File: src/rtl/output_buffer_pkg.sv
// Shared definitions for the output write buffer, its upstream controller and
// the output memory model.
package output_buffer_pkg;

  localparam int DEFAULT_DATA_WIDTH = 16;
  localparam int DEFAULT_DEPTH      = 4;
  localparam int DEFAULT_ADDR_WIDTH = 8;

  typedef enum logic {
    D_IDLE = 1'b0,
    D_REQ  = 1'b1
  } drain_state_t;

endpackage

File: src/rtl/sync_fifo.sv
// Power-of-two synchronous FIFO with registered occupancy count.
// A push is refused when the current registered count is full, even if a pop happens in the same cycle.
module sync_fifo #(
  parameter int DATA_WIDTH = 16,
  parameter int DEPTH      = 4
) (
  input  logic                       clk,
  input  logic                       rst,
  input  logic                       push,
  input  logic                       pop,
  input  logic [DATA_WIDTH-1:0]      wr_data,
  output logic [DATA_WIDTH-1:0]      rd_data,
  output logic [$clog2(DEPTH):0]     count,
  output logic                       empty,
  output logic                       full
);

  localparam int PW = $clog2(DEPTH);
  localparam logic [PW:0] FULL_COUNT = (PW+1)'(DEPTH);

  logic [DATA_WIDTH-1:0] mem [DEPTH];
  logic [PW-1:0]         wr_ptr;
  logic [PW-1:0]         rd_ptr;
  logic                  do_push;
  logic                  do_pop;

  assign empty   = (count == '0);
  assign full    = (count == FULL_COUNT);
  assign do_push = push && !full;
  assign do_pop  = pop && !empty;
  assign rd_data = mem[rd_ptr];

  always_ff @(posedge clk) begin
    if (do_push) mem[wr_ptr] <= wr_data;
  end

  // Pointers wrap naturally because DEPTH is a power of two.
  always_ff @(posedge clk) begin
    if (rst) begin
      wr_ptr <= '0;
      rd_ptr <= '0;
      count  <= '0;
    end else begin
      if (do_push) wr_ptr <= wr_ptr + 1'b1;
      if (do_pop)  rd_ptr <= rd_ptr + 1'b1;
      case ({do_push, do_pop})
        2'b10:   count <= count + 1'b1;
        2'b01:   count <= count - 1'b1;
        default: count <= count;
      endcase
    end
  end

endmodule

File: src/rtl/output_write_buffer.sv
// Output write buffer: FIFO plus a req/ack drain engine with an auto-incrementing
// output memory address and a sticky overflow flag.
module output_write_buffer
  import output_buffer_pkg::*;
#(
  parameter int DATA_WIDTH = DEFAULT_DATA_WIDTH,
  parameter int DEPTH      = DEFAULT_DEPTH,
  parameter int ADDR_WIDTH = DEFAULT_ADDR_WIDTH
) (
  input  logic                     clk,
  input  logic                     rst,
  input  logic                     buffer_write_en,
  input  logic [DATA_WIDTH-1:0]    wr_data,
  output logic                     buffer_ready,
  output logic                     mem_req,
  output logic [ADDR_WIDTH-1:0]    mem_addr,
  output logic [DATA_WIDTH-1:0]    mem_data,
  input  logic                     mem_ack,
  input  logic                     addr_clear,
  output logic [$clog2(DEPTH):0]   count,
  output logic                     empty,
  output logic                     overflow
);

  localparam int CW = $clog2(DEPTH) + 1;
  localparam logic [CW-1:0] ONE = CW'(1);

  drain_state_t state;
  drain_state_t state_next;
  logic         full;
  logic         pop;

  assign pop          = (state == D_REQ) && mem_ack;
  assign buffer_ready = !full;

  sync_fifo #(
    .DATA_WIDTH(DATA_WIDTH),
    .DEPTH     (DEPTH)
  ) u_fifo (
    .clk    (clk),
    .rst    (rst),
    .push   (buffer_write_en),
    .pop    (pop),
    .wr_data(wr_data),
    .rd_data(mem_data),
    .count  (count),
    .empty  (empty),
    .full   (full)
  );

  always_ff @(posedge clk) begin
    if (rst) state <= D_IDLE;
    else     state <= state_next;
  end

  // The stay/leave decision uses the count before the pop, so a lone word always returns to idle.
  always_comb begin
    state_next = state;
    case (state)
      D_IDLE:  if (!empty) state_next = D_REQ;
      D_REQ:   if (mem_ack) state_next = (count > ONE) ? D_REQ : D_IDLE;
      default: state_next = D_IDLE;
    endcase
  end

  always_comb begin
    mem_req = 1'b0;
    if (state == D_REQ) mem_req = 1'b1;
  end

  // A clear takes priority over an increment in the same cycle.
  always_ff @(posedge clk) begin
    if (rst)             mem_addr <= '0;
    else if (addr_clear) mem_addr <= '0;
    else if (pop)        mem_addr <= mem_addr + 1'b1;
  end

  always_ff @(posedge clk) begin
    if (rst)                          overflow <= 1'b0;
    else if (buffer_write_en && full) overflow <= 1'b1;
  end

endmodule

File: config.mk
export PLATFORM = sky130hd
export DESIGN_NAME = output_write_buffer
export DESIGN_NICKNAME = d
export VERILOG_FILES = /design/src/rtl/output_buffer_pkg.sv /design/src/rtl/sync_fifo.sv /design/src/rtl/output_write_buffer.sv
export SDC_FILE = /design/constraint.sdc
export NUM_CORES = 1
export LEC_CHECK = 0
export BUFFER_PORTS_ARGS = -buffer_cell sky130_fd_sc_hd__buf_4
export CELL_PAD_IN_SITES_DETAIL_PLACEMENT = 1
export CELL_PAD_IN_SITES_GLOBAL_PLACEMENT = 1
export CORE_ASPECT_RATIO = 1.1
export CORE_UTILIZATION = 39
export CTS_BUF_LIST = sky130_fd_sc_hd__clkbuf_2
export DETAILED_ROUTE_END_ITERATION = 10
export GPL_TIMING_DRIVEN = 0
export PLACE_DENSITY_LB_ADDON = 0.1
export REMOVE_ABC_BUFFERS = 1
export SLEW_MARGIN = 15
export SYNTH_ARGS = -nofsm -noshare
export SYNTH_HDL_FRONTEND = slang
export SYNTH_SLANG_ARGS = --single-unit
File: constraint.sdc
create_clock -name clk -period 2.1 [get_ports clk]
set_clock_uncertainty 0.1 [all_clocks]
set_input_delay 0.42 -clock clk [delete_from_list [all_inputs] [get_ports clk]]
set_output_delay 0.42 -clock clk [all_outputs]
set_load 0.05 [all_outputs]
---- Word level (Yosys, flattened, before mapping) ----
Memory sizes are Yosys's and may differ from the RTL's. A register that Yosys moved wholly into a read port is not among the register bits.
Index checks and enable logic that the tools add are counted.
storage, ports and cells
  flip-flop bits (word level) ............. 17
  bits in writable memories ............... 64
  input port bits ......................... 21
  output and inout port bits .............. 31
  word-level logic and storage cells ...... 36
  memories kept ........................... 1
memory list
  name        depth  bits a word  rd ports  clocked after memory_dff  wr ports  line             source
  u_fifo.mem  4      16           1         1                         1         sync_fifo.sv:21  logic [DATA_WIDTH-1:0] mem [DEPTH];
cells by class
  add/sub/neg operators ................... 5
  magnitude comparators ................... 1
  equal/unequal tests ..................... 3
  multiplexer cells ....................... 10
  bitwise gates (word level) .............. 1
  reduce and logical (&&, ||, !) cells .... 9
operators with widths
  operator             count
  $add 8x1->8 const B  1
  $mux 1               6
  $pmux 3 s2           1
  $add 2x1->2 const B  2
  $logic_and 1x1->1    4
  $mux 2               2
  $add 3x1->3 const B  1
  $eq 3x3->1 const B   1
  $gt 3x1->1 const B   1
  $logic_not 3->1      1
  $sub 3x1->3 const B  1
  $eq 2x1->1 const B   1
  $eq 2x2->1 const B   1
  $logic_not 1->1      2
  $pmux 1 s2           1
  $reduce_bool 2->1    1
  $reduce_or 2->1      1
  $not 1->1            1

---- Longest topological paths before layout ----
  word-level depth ........................ 5
  depth in mapped cells ................... 8
  gate-level depth less buffers ........... 8

---- Modules after synthesis ----
From an unflattened synthesis, not the netlist that was laid out.
second synthesis, totals
  cell total of the unflattened synthesis .. 188
  area, all modules ....................... 3245.6 um^2
modules (own cells, without submodules)
  module               instances  cells each  area an instance (um^2)  seq. area each (um^2)
  sync_fifo            1          138         2821.5                   2102.0
  output_write_buffer  1          50          424.2                    200.2

---- Worst setup path before layout ----
No wires, ideal clock.
  path kind ............................... reg-to-reg
  start point ............................. register u_fifo.count[1]
  end point ............................... register u_fifo.count[2]
  setup time .............................. 0.071 ns
  arrival ................................. 2.418 ns
  data required time ...................... 1.929 ns
  path slack .............................. -0.488 ns
  stages on the path, launching flop included .. 8
  path buffers ............................ 0
  clock period less this slack ............ 2.588 ns
  cells stage by stage .................... dfxtp_1 -> inv_1 -> ha_1 -> nor2b_2 -> nor2_1 -> ha_1 -> or3_1 -> a21oi_1
between the ends
  longest elaborated chain between the ends .. 5
  elaborated cells between the ends (all ways) .. 12
  classes of those cells .................. add/sub: 2; eq/ne: 3; mux: 1; reduce/logical: 6
ends and longest elaborated chain
  item                                                    line                       source
  start: declaration                                      sync_fifo.sv:13            output logic [$clog2(DEPTH):0] count,
  start signal: assignment                                sync_fifo.sv:47            2'b10: count <= count + 1'b1;
  start signal: assignment                                sync_fifo.sv:48            2'b01: count <= count - 1'b1;
  start signal: assignment                                sync_fifo.sv:49            default: count <= count;
  $logic_not 3->1 *                                       sync_fifo.sv:27            assign empty = (count == '0);
  via empty                                               output_write_buffer.sv:21  output logic empty,
  $logic_not 1->1 *                                       sync_fifo.sv:30            assign do_pop = pop && !empty;
  $logic_and 1x1->1 *                                     sync_fifo.sv:30
  via u_fifo.do_pop                                       sync_fifo.sv:25            logic do_pop;
  $eq 2x1->1 / $eq 2x2->1 (equally long branches)         sync_fifo.sv:46            case ({do_push, do_pop})
  $pmux 3 s2 / $reduce_bool 2->1 (equally long branches)  --
The timed path passes the listed nets; every way through them passes the cells marked *.
A chain may end at the register's enable or synchronous reset.

==> flow_summary.yaml <==
logic_synthesis:
  yosysWarnings: 0
  ys_seq_elements: 83
  synth-edff-count: 64
  synthesis.area_mm2: 0.00323
  yosysUniqueCellTypes: 30
  synth_ff_type: "edfxtp_1"
  syn_avg_cell_area_um2: 17.3
  ys_seq_area_share_pct: 71.3
  synthTopCellsByArea: "edfxtp_1 59%, dfxtp_1 12%, mux4_2 11%"
  synth_top_area_share_pct: 59.5
  async_reset_ff_share_pct: 0
  synth_area_leader_cell: "edfxtp_1"
  netlist_instances: 187
grt:
  grt_pass1_vias: 1988
  antenna_found_initial: 0
  grt_overflow: 0
  grtUsageTotal_pct: 15.6
  grt_max_degree: 17
  grt_pass1_wl_um: 9830
setup_path:
  critPathRequiredTime_ns: 1.58
  cp-start-kind: "flop"
  end_kind: "primary output"
  reg2reg_depth: 7
  path_max_fanout: 9
  crit_buf_inv: 2
  endpoint: "mem_data[4]"
  worstSetupPathType: "reg2out"
  path_delay_family: "multiplexers"
  rrSetupSlack_ns: 0.12
  reg2reg_from: "u_fifo.count[1]$_SDFFE_PP0P_"
  r2r_end: "u_fifo.count[2]$_SDFFE_PP0P_"
  cpPeakStageDelay_ns: 0.52
  critical_path.cell_chain: "buf_12 -> mux4_2 -> buf_6"
  crit_arrival_ns: 1.74
  cp_slowest_cell: "mux4_2"
  cp.depth: 3
status:
  violations: "setup timing"
  run_status: "finished with violations"
timing:
  hold_viol: 0
  fin_crit_sh_pct: 107
  worst_pin_slew_ns: 0.462
  finalSetupViolations: 16
  finalMaxSlewViolations: 0
  fmax_mhz: 443
  final_period_minus_worst_setup_slack_ns: 2.26
  rsz0062_at_grt: "true"
  max_slew_margin_pct: 69.2
  fin_ws_ns: -0.157
clock_tree:
  clock-root-buffer: "clkbuf_2"
  htree_levels: 3
  insertion_delay_ns: 0.49
  cts.clk_slew.worst_paths_ns: 0.20
  cts_buffers: 9
  cts_buffer_depth: 2
  tritoncts: "yes"
  cts.sinks: 83
final_layout:
  final_layout_size_suffix_gt1_share_pct: 39.1
  antenna_cells: 0
  syn_to_final_growth_pct: 29.7
  final_util_pct: 52.7
  fin_nets: 297
  instances_no_fill: 379
drt:
  drt-vias-per-instance: 4.90
  drtPass1Iterations: 4
  wl_um: 6060
  dr_total_vias: 1856
  wl_per_cell_um: 16.0
  ant_nets: 0
  drc_errors: 0
  drt_iter0_markers: 47
floorplanning:
  coreArea_mm2: 0.00796
  core.rowCount: 34
  io_pins: 52
  die_height_um: 97.5
  die_w_um: 88.8
  die_area_mm2: 0.00865
  initial_core_util_pct: 40.6
place:
  dpl.hpwl_um: 3730
  globalplace.congestion: 0.663
  dp_cells: 340
  io_buffer_count: 51
flow_run:
  drv_cap: 0
min_path:
  min_path_type: "in2reg"
power_and_ir_drop:
  leakagePower_nw: 1.49
  totalPowerFinal_w: 0.00366
  pwr_density_cell_mw_per_mm2: 873
  vdd_drop_max_v: 0.000446
kinds of logic after synthesis:
logic type      count (synthesis)  synth area share [%]
flops                          83                  71.3
fa+ha+maj                      10                  3.87
xor+xnor                        5                  1.36
simple gates                   31                  5.34
buf+inv                        16                  2.13
compound gates                 24                  4.26
mux                            18                  11.8
state kept, by name, indices dropped and copies added, names as in the netlist, named ones only:
name	count
state	1
mem_addr	8
overflow	1
u_fifo.wr_ptr	2
u_fifo.mem	64
u_fifo.count	3
u_fifo.rd_ptr	2
report_power, final:
group          switching [W]  internal, W
Clock               0.000539     0.000279
Sequential         0.0000521      0.00188
Combinational       0.000522     0.000389
worst min-delay path by stage:
stage | end | depth (start not counted) | slack [ns] | start
floorplan | flop | 2 | 0.35 | u_fifo.rd_ptr[1]$_SDFFE_PP0P_
global placement | overflow$_SDFFE_PP0P_ | 2 | 0.36 | overflow$_SDFFE_PP0P_
detailed placement | overflow$_SDFFE_PP0P_ | 2 | 0.36 | overflow$_SDFFE_PP0P_
CTS | u_fifo.count[0]$_SDFFE_PP0P_ | 2 | 0.02 | rst
global route | u_fifo.wr_ptr[0]$_SDFFE_PP0P_ | 2 | 0.02 | rst
finish | u_fifo.count[0]$_SDFFE_PP0P_ | 2 | 0.06 | rst
through the flow:
step / cell area (um2) / TNS, ns / worst slack, ns / hold WS, ns
floorplan: 3200 / -22.18 / -0.487 / 0.345
global placement: 3720 / -37.31 / -0.503 / 0.358
detailed placement: 3720 / -37.71 / -0.521 / 0.364
CTS: 4170 / -3.13 / -0.214 / 0.0157
global route: 4190 / -3.74 / -0.253 / 0.0231
finish: 4190 / -2.28 / -0.157 / 0.0613
final cells by class:
type,count,area [um2]
clock buffer,10,50.0
clock inverter,6,65.1
fill,820,3760
inverter,10,42.5
multi-input combinational,88,893
sequential,83,2320
tap,108,135
timing repair buffer,74,688
worst reg2reg max path, delay by kind of cell, from the launching register on:
family	cells	cell delay, ns
simple gates	1	0.39
flops	1	0.40
buf+inv	2	0.11
compound gates	2	0.39
fa+ha+maj	2	0.53
synth_stat cells, drive strengths merged (4+ instances only):
master  number
a21oi       11
and2         4
dfxtp       19
edfxtp      64
ha          10
inv         10
mux4        16
nand2        4
nor2         8
o21ai        6
or3          6
layout by cell type, fill, tap and decap left out, types with 3 or more instances in the layout:
cell,netlist,layout
dlygate4sd3_1,0,16
nand2_1,4,4
mux4_2,16,16
inv_1,10,8
xor2_1,3,3
a21oi_1,11,11
nor2_1,8,8
nand3_1,3,3
o21ai_0,6,6
clkinvlp_4,0,3
and2_2,0,4
buf_6,0,16
clkbuf_2,0,10
dfxtp_1,19,15
buf_4,2,39
dfxtp_4,0,4
or3_1,5,5
edfxtp_1,64,64
ha_1,10,9
layer usage:
| metal | GRT usage [%] | wire, um | vias to the layer above | part of all wire [%] |
|---|---|---|---|---|
| met2 | 26.9 | 3180 | 39 | 52 |
| met1 | 18.6 | 2580 | 932 | 43 |
| met5 | 0 | 0 | - | 0 |
| met3 | 3.65 | 220 | 7 | 3.6 |
| li1 | - | - | 878 | - |
| met4 | 5.58 | 85 | 0 | 1.4 |
repair_timing:
item,in CTS,in global routing
setup endpoints to repair,85,18
hold buffers,16,0
pin swaps,2,1
setup buffers,5,2
endpoints found under the hold margin,64,0
gates resized for setup,34,5
Note: power is estimated with default switching activity, not from simulation.
